**src/rtl/calc_key_ctrl.sv**
```systemverilog
// calc_key_ctrl: button sync/debounce, mode toggles and operand
// capture feeding the 4-bit signed calculator's SW/KEY inputs.
module calc_key_ctrl #(
  parameter int DEBOUNCE_CYCLES = 1000000,
  parameter int CNT_W           = 20
) (
  input  logic       CLOCK_50,
  input  logic       RESET,
  input  logic [7:0] SW,
  input  logic [3:0] KEY,
  output logic [7:0] SW_OUT,
  output logic [2:0] KEY_OUT,
  output logic       LOAD_PULSE,
  output logic [2:0] MODE_LED
);

  localparam logic [CNT_W-1:0] CNT_MAX =
    CNT_W'(DEBOUNCE_CYCLES - 1);
  localparam logic [CNT_W-1:0] CNT_ONE = CNT_W'(1);

  logic [3:0]       kq1_q;
  logic [3:0]       kq2_q;
  logic [7:0]       swq1_q;
  logic [7:0]       swq2_q;
  logic [3:0]       stable_q;
  logic [3:0]       stable_d;
  logic [CNT_W-1:0] cnt_q [4];
  logic [CNT_W-1:0] cnt_d [4];
  logic [3:0]       press;
  logic [2:0]       mode_q;
  logic [7:0]       sw_out_q;
  logic             load_q;

  // two-flop synchronisers for raw buttons and switches
  always_ff @(posedge CLOCK_50) begin
    if (RESET) begin
      kq1_q  <= 4'hF;
      kq2_q  <= 4'hF;
      swq1_q <= 8'h00;
      swq2_q <= 8'h00;
    end else begin
      kq1_q  <= KEY;
      kq2_q  <= kq1_q;
      swq1_q <= SW;
      swq2_q <= swq1_q;
    end
  end

  // debounce next state; a press is stable falling 1->0
  always_comb begin
    for (int i = 0; i < 4; i++) begin
      stable_d[i] = stable_q[i];
      cnt_d[i]    = '0;
      if (kq2_q[i] != stable_q[i]) begin
        if (cnt_q[i] == CNT_MAX)
          stable_d[i] = ~stable_q[i];
        else
          cnt_d[i] = cnt_q[i] + CNT_ONE;
      end
    end
    press = stable_q & ~stable_d;
  end

  // debounce state registers
  always_ff @(posedge CLOCK_50) begin
    if (RESET) begin
      stable_q <= 4'hF;
      for (int i = 0; i < 4; i++)
        cnt_q[i] <= '0;
    end else begin
      stable_q <= stable_d;
      for (int i = 0; i < 4; i++)
        cnt_q[i] <= cnt_d[i];
    end
  end

  // mode toggles, operand capture and load strobe
  always_ff @(posedge CLOCK_50) begin
    if (RESET) begin
      mode_q   <= 3'b000;
      sw_out_q <= 8'h00;
      load_q   <= 1'b0;
    end else begin
      mode_q <= mode_q ^ press[2:0];
      load_q <= press[3];
      if (press[3])
        sw_out_q <= swq2_q;
    end
  end

  assign SW_OUT     = sw_out_q;
  assign KEY_OUT    = ~mode_q;
  assign MODE_LED   = mode_q;
  assign LOAD_PULSE = load_q;

endmodule

```
**config.mk**
```make
export PLATFORM = sky130hd
export DESIGN_NAME = calc_key_ctrl
export DESIGN_NICKNAME = d
export VERILOG_FILES = /design/src/rtl/calc_key_ctrl.sv
export SDC_FILE = /design/constraint.sdc
export NUM_CORES = 1
export LEC_CHECK = 0
export ABC_AREA = 1
export CORE_MARGIN = 4
export CORE_UTILIZATION = 64
export CTS_CLUSTER_DIAMETER = 40
export DETAILED_ROUTE_END_ITERATION = 10
export HOLD_SLACK_MARGIN = 0.06
export PLACE_DENSITY = 0.84
export RECOVER_POWER = 100
export SYNTH_ARGS = -nofsm -noshare
export SYNTH_HDL_FRONTEND = slang
export SYNTH_SLANG_ARGS = --single-unit
```
**constraint.sdc**
```tcl
create_clock -name CLOCK_50 -period 4.02 [get_ports CLOCK_50]
set_input_delay 1.206 -clock CLOCK_50 [delete_from_list [all_inputs] [get_ports CLOCK_50]]
set_output_delay 1.206 -clock CLOCK_50 [all_outputs]
set_load 0.01 [all_outputs]
```
==> results.toml, run 1 <==
[run_status]
outcome = "complete, no violations"

[sta]
worstMarginPinSlew_ps = 1190
setup_viol_count_final = 0
timing.hold.ws_ps = 399.4
rsz0062_at_grt = "false"
slew_viol_final = 0
fin_crit_sh = 0.7180
hold_viol = 0
timing.slew.headroom = 0.2066
skew_ps = 8.147
min_period_ps = 2886
fmax_mhz = 346.4
setup-tns-final_ps = 0
fin_ws_ps = 1134

[route]
dr.first_iter.drc_count = 334
vias_per_cell = 5.353
firstDrtPassIters = 7
routedWlPerCell_um = 13.05
wirelength_um = 12770
vias = 5241
remaining_drc_errors = 0
ant_nets = 0

[setup_path]
cp-end-kind = "flip-flop"
crit_type = "input pin to flip-flop"
crit_arrival_ps = 3240
critPathRequiredTime_ps = 4370
start_kind = "input pin"
worstPathMaxFanout = 31

[cells_and_area]
num_antenna_cells = 0
final_area_sq_um = 6564
utilization = 0.7831
drive_gt1_frac = 0.06979
mostFrequentLayoutCells = "nand2_1, nor2_1, inv_1"
syn_to_final_growth_pct = 16.53
final_common_cell = "nand2_1"
nets = 880
stdcell_count = 979

[clock_network]
cts_tree = "done"
numCtsBuffers = 17
post-cts-setup-buffers = 0
cts_hold_buf = 0
clock_latency_ps = 510
cts.sinks = 120
max-clock-path-buffers = 2
clockRootBuffer = "clkbuf_8"
clkTransAtPathRegs_ps = 60
cts_htree_levels = 4
cts_resized = 0

[grt]
overflow = 0
grt_max_degree = 32
grt_antenna_before_repair = 0
grt_pass1_wl_um = 21960
grt.total_usage = 0.2639
first_global_vias = 5066

[die]
start_util = 0.6720
die-area_sq_um = 10370
boundaryPins = 29
die_h_um = 101.8
coreArea_sq_um = 8382
rows = 33
die_x_um = 101.8

[synth]
synth.distinct_cells = 37
yosysSeqAreaShare = 0.4265
postSynthCellCount = 825
ys_seq_elements = 120
yosysWarnings = 0
syn_nets = 843
synthTopCellsByArea = "dfxtp_1, nand2_1, nor2_1, inv_1, nand4_1"
synth_area_sq_um = 5633
synth_area_per_cell_sq_um = 6.828
synth_top_area_frac = 0.4265
yosysTopAreaCell = "dfxtp_1"

[power_and_ir_drop]
leakage_nw = 2.392
total_power_mw = 2.775
ir_drop_mv = 0.3718
p_per_area_nw_per_um2 = 422.7

[placement]
portBuffers = 28
hpwl_um = 8658
place_area_sq_um = 5991
gp_congestion = 0.8801
dpl.cell_count = 948
pre_cts_ws_ps = 1048

[min_path]
hp-class = "flip-flop to flip-flop"

[run]
drv_cap = 0
## synthesized netlist by cell type
master    number
nor3_4         1
nor2_2         7
nand3_1       36
or3_1          1
clkinv_1       1
nor3_2         1
xor2_1        15
or2_0          1
a21oi_1       41
clkinv_2       1
clkbuf_1       5
ha_1           4
xnor2_1        7
o21ai_0       15
o21ai_1        1
inv_1        123
nand3_2        2
nand3_4        1
dfxtp_1      120
buf_6          2
buf_4          1
nor2_4         1
nor3_1        21
nand4_2        1
nand4_1       40
nand2_1      180
inv_2          5
and2_1         2
or2_1          2
nor4_1         1
or2_2         15
nand2_2        2
nor2_1       156
a31oi_1        1
nand3b_1       7
buf_2          4
o21bai_1       1
## sequential cells by signal (all words and copies together), names as in the netlist
signal      count
MODE_LED        3
stable_q        4
swq1_q          8
SW_OUT          8
kq2_q           4
kq1_q           4
LOAD_PULSE      1
cnt_q          80
swq2_q          8
## power by group
part,switching [mW],internal [mW],total [mW]
logic,0.0265,0.0206,0.0471
registers,0.00524,1.20,1.21
clock network,0.514,1.01,1.52
total,0.546,2.23,2.77
## layer usage
layer  part of all wire  global-route usage  vias up  wire [um]
met1               0.43              0.3237     2373       5530
met2               0.49              0.4507      174       6224
met5                  0                   0        -          0
met3              0.056             0.05256       34        715
met4              0.024              0.1160        0        302
li1                   -                   -     2660          -
## layout make-up
type	count	area, sq um
tap	105	131.4
timing repair buffer	30	291.5
multi-input combinational	563	2653
clock buffer	24	480.5
fill	616	1818
sequential	120	2402
inverter	130	489.2
clock inverter	7	116.4
## final timing paths
path,from,end,slack [ps],cells past startpoint
worst max-delay path,RESET,cnt_q[3][15],1130,6
worst min-delay path,swq1_q[3],swq2_q[3],400,2
worst max register to register,cnt_q[3][0],cnt_q[3][15],1200,7
worst min register to register,swq1_q[3],swq2_q[3],400,2
## worst max-delay path, stage by stage
cell,delay [ps]
dlygate4sd3_1,550
buf_4,300
nor2_1,80
nand2_1,60
or2_0,890
nor2_1,130
## logic make-up (layout without fill, tap and decap cells)
kind of cell	after synthesis	after routing	share of synthesized area
AOI/OAI and AO/OA	59	59	0.05309
xor gates and xnor gates	22	22	0.03421
adders and majority gates	4	4	0.008885
buffers and inverters	142	191	0.09907
DFF	120	120	0.4265
and+or+nand+nor	478	478	0.3783
Power figures use the tool's default switching activity.
==> run 2: changes to the inputs <==
--- a/config.mk
+++ b/config.mk
@@ -7,11 +7,11 @@
 export LEC_CHECK = 0
 export ABC_AREA = 1
 export CORE_MARGIN = 4
-export CORE_UTILIZATION = 64
+export CORE_UTILIZATION = 54
 export CTS_CLUSTER_DIAMETER = 40
 export DETAILED_ROUTE_END_ITERATION = 10
 export HOLD_SLACK_MARGIN = 0.06
-export PLACE_DENSITY = 0.84
+export PLACE_DENSITY = 0.76
 export RECOVER_POWER = 100
 export SYNTH_ARGS = -nofsm -noshare
 export SYNTH_HDL_FRONTEND = slang
==> constraint.sdc (replaced) <==
create_clock -name CLOCK_50 -period 2.6 [get_ports CLOCK_50]
set_input_delay 0.78 -clock CLOCK_50 [delete_from_list [all_inputs] [get_ports CLOCK_50]]
set_output_delay 0.78 -clock CLOCK_50 [all_outputs]
set_load 0.01 [all_outputs]
==> results.toml, run 2 (same netlist as run 1, synthesis figures left out) <==
[clock_network]
max-clock-path-buffers = 2
clock_latency_ps = 520
cts_htree_levels = 4
cts_resized = 0
cts.sinks = 120
numCtsBuffers = 17
cts_hold_buf = 0
clkTransAtPathRegs_ps = 60
cts_tree = "done"
clockRootBuffer = "clkbuf_8"
post-cts-setup-buffers = 0

[setup_path]
rr_endpoint = "cnt_q[0][18]"
ff2ff_setup_slack_ps = 440
worstPathMaxFanout = 3
crit_arrival_ps = 1590
crit_type = "flip-flop to primary output"
reg2regPathDepth = 8
critPathRequiredTime_ps = 1820
cp-end-kind = "primary output"
r2r_start = "cnt_q[0][0]"
start_kind = "flip-flop"

[sta]
hold_viol = 0
skew_ps = 9.346
slew_viol_final = 0
fin_crit_sh = 0.9111
worstMarginPinSlew_ps = 678.3
min_period_ps = 2369
timing.hold.ws_ps = 400.9
setup-tns-final_ps = 0
timing.slew.headroom = 0.5478
setup_viol_count_final = 0
rsz0062_at_grt = "false"
fmax_mhz = 422.1
fin_ws_ps = 231.1

[min_path]
hold-path-endpoint = "swq2_q[2]"
min_from = "swq1_q[2]"
holdPathStages = 2
hp-class = "flip-flop to flip-flop"

[grt]
overflow = 0
grt.total_usage = 0.2148
first_global_vias = 4866
grt_pass1_wl_um = 20750
grt_max_degree = 33
grt_antenna_before_repair = 0

[die]
rows = 37
start_util = 0.5506
die_h_um = 110.1
die-area_sq_um = 12130
die_x_um = 110.1
boundaryPins = 29
coreArea_sq_um = 10230

[power_and_ir_drop]
ir_drop_mv = 0.5349
leakage_nw = 2.413
p_per_area_nw_per_um2 = 649.6
total_power_mw = 4.301

[placement]
hpwl_um = 8498
pre_cts_ws_ps = 161.5
gp_congestion = 0.8971
portBuffers = 28
place_area_sq_um = 6057

[cells_and_area]
largest_register_ffs = 80
nets = 882
regMostFlops = "cnt_q"
final_area_sq_um = 6621
syn_to_final_growth_pct = 17.55
drive_gt1_frac = 0.06735
final_common_cell = "nand2_1"
num_antenna_cells = 0
mostFrequentLayoutCells = "nand2_1, nor2_1, inv_1"

[route]
vias_per_cell = 5.008
ant_nets = 0
vias = 5068
remaining_drc_errors = 0
routedWlPerCell_um = 11.66
firstDrtPassIters = 4
wirelength_um = 11800
dr.first_iter.drc_count = 292

[run]
drv_cap = 0

[run_status]
outcome = "complete, no violations"
## run 2: changes by cell type in the layout (fill, tap and decap cells not counted), sizes merged
cell	change
buf	+1
clkinv	+1
clkinvlp	-1
inv	+1
## run 2: final cells by class
type                       count  area (sq um)
clock buffer                  23         486.7
clock inverter                 8         117.6
fill                         886          3610
inverter                     130         488.0
multi-input combinational    563          2640
sequential                   120          2402
tap                          136         170.2
timing repair buffer          32         316.6
## run 2: worst max path at each step
| stage | start | to | slack [ps] | cells after the start |
|---|---|---|---|---|
| 2_1_floorplan | cnt_q[2][0] | cnt_q[2][12] | 1070 | 7 |
| 3_3_place_gp | RESET | cnt_q[3][15] | 200 | 6 |
| 3_5_place_dp | RESET | cnt_q[3][9] | 160 | 6 |
| 4_1_cts | MODE_LED[1] | KEY_OUT[1] | 270 | 2 |
| 5_1_grt | MODE_LED[1] | KEY_OUT[1] | 160 | 2 |
| 6_report | MODE_LED[1] | KEY_OUT[1] | 230 | 2 |
## run 2: worst max-delay path: stages (launching register included)
cell and delay, ps:
dfxtp_1 380, inv_1 90, dlygate4sd3_1 610
## run 2: metrics by stage
stage / std cells / util
2_1_floorplan: 825 / -
3_3_place_gp: 981 / 0.5920
3_5_place_dp: 981 / 0.5920
4_1_cts: 1012 / 0.6511
5_1_grt: 1012 / 0.6472
6_report: 1012 / 0.6472
## run 2: routing by layer
layer / routed length, um / track usage
met2: 5769 / 0.3739
met3: 491 / 0.05941
met1: 5424 / 0.2512
met4: 116 / 0.08091
met5: 0 / 0
## run 2: report_power, final
group          total, mW  switching (mW)  leakage (nW)  internal, mW
combinational     0.0759          0.0407          1.14        0.0352
clock               2.36           0.783         0.300          1.57
sequential          1.87         0.00811         0.972          1.86
total               4.30           0.832          2.41          3.47
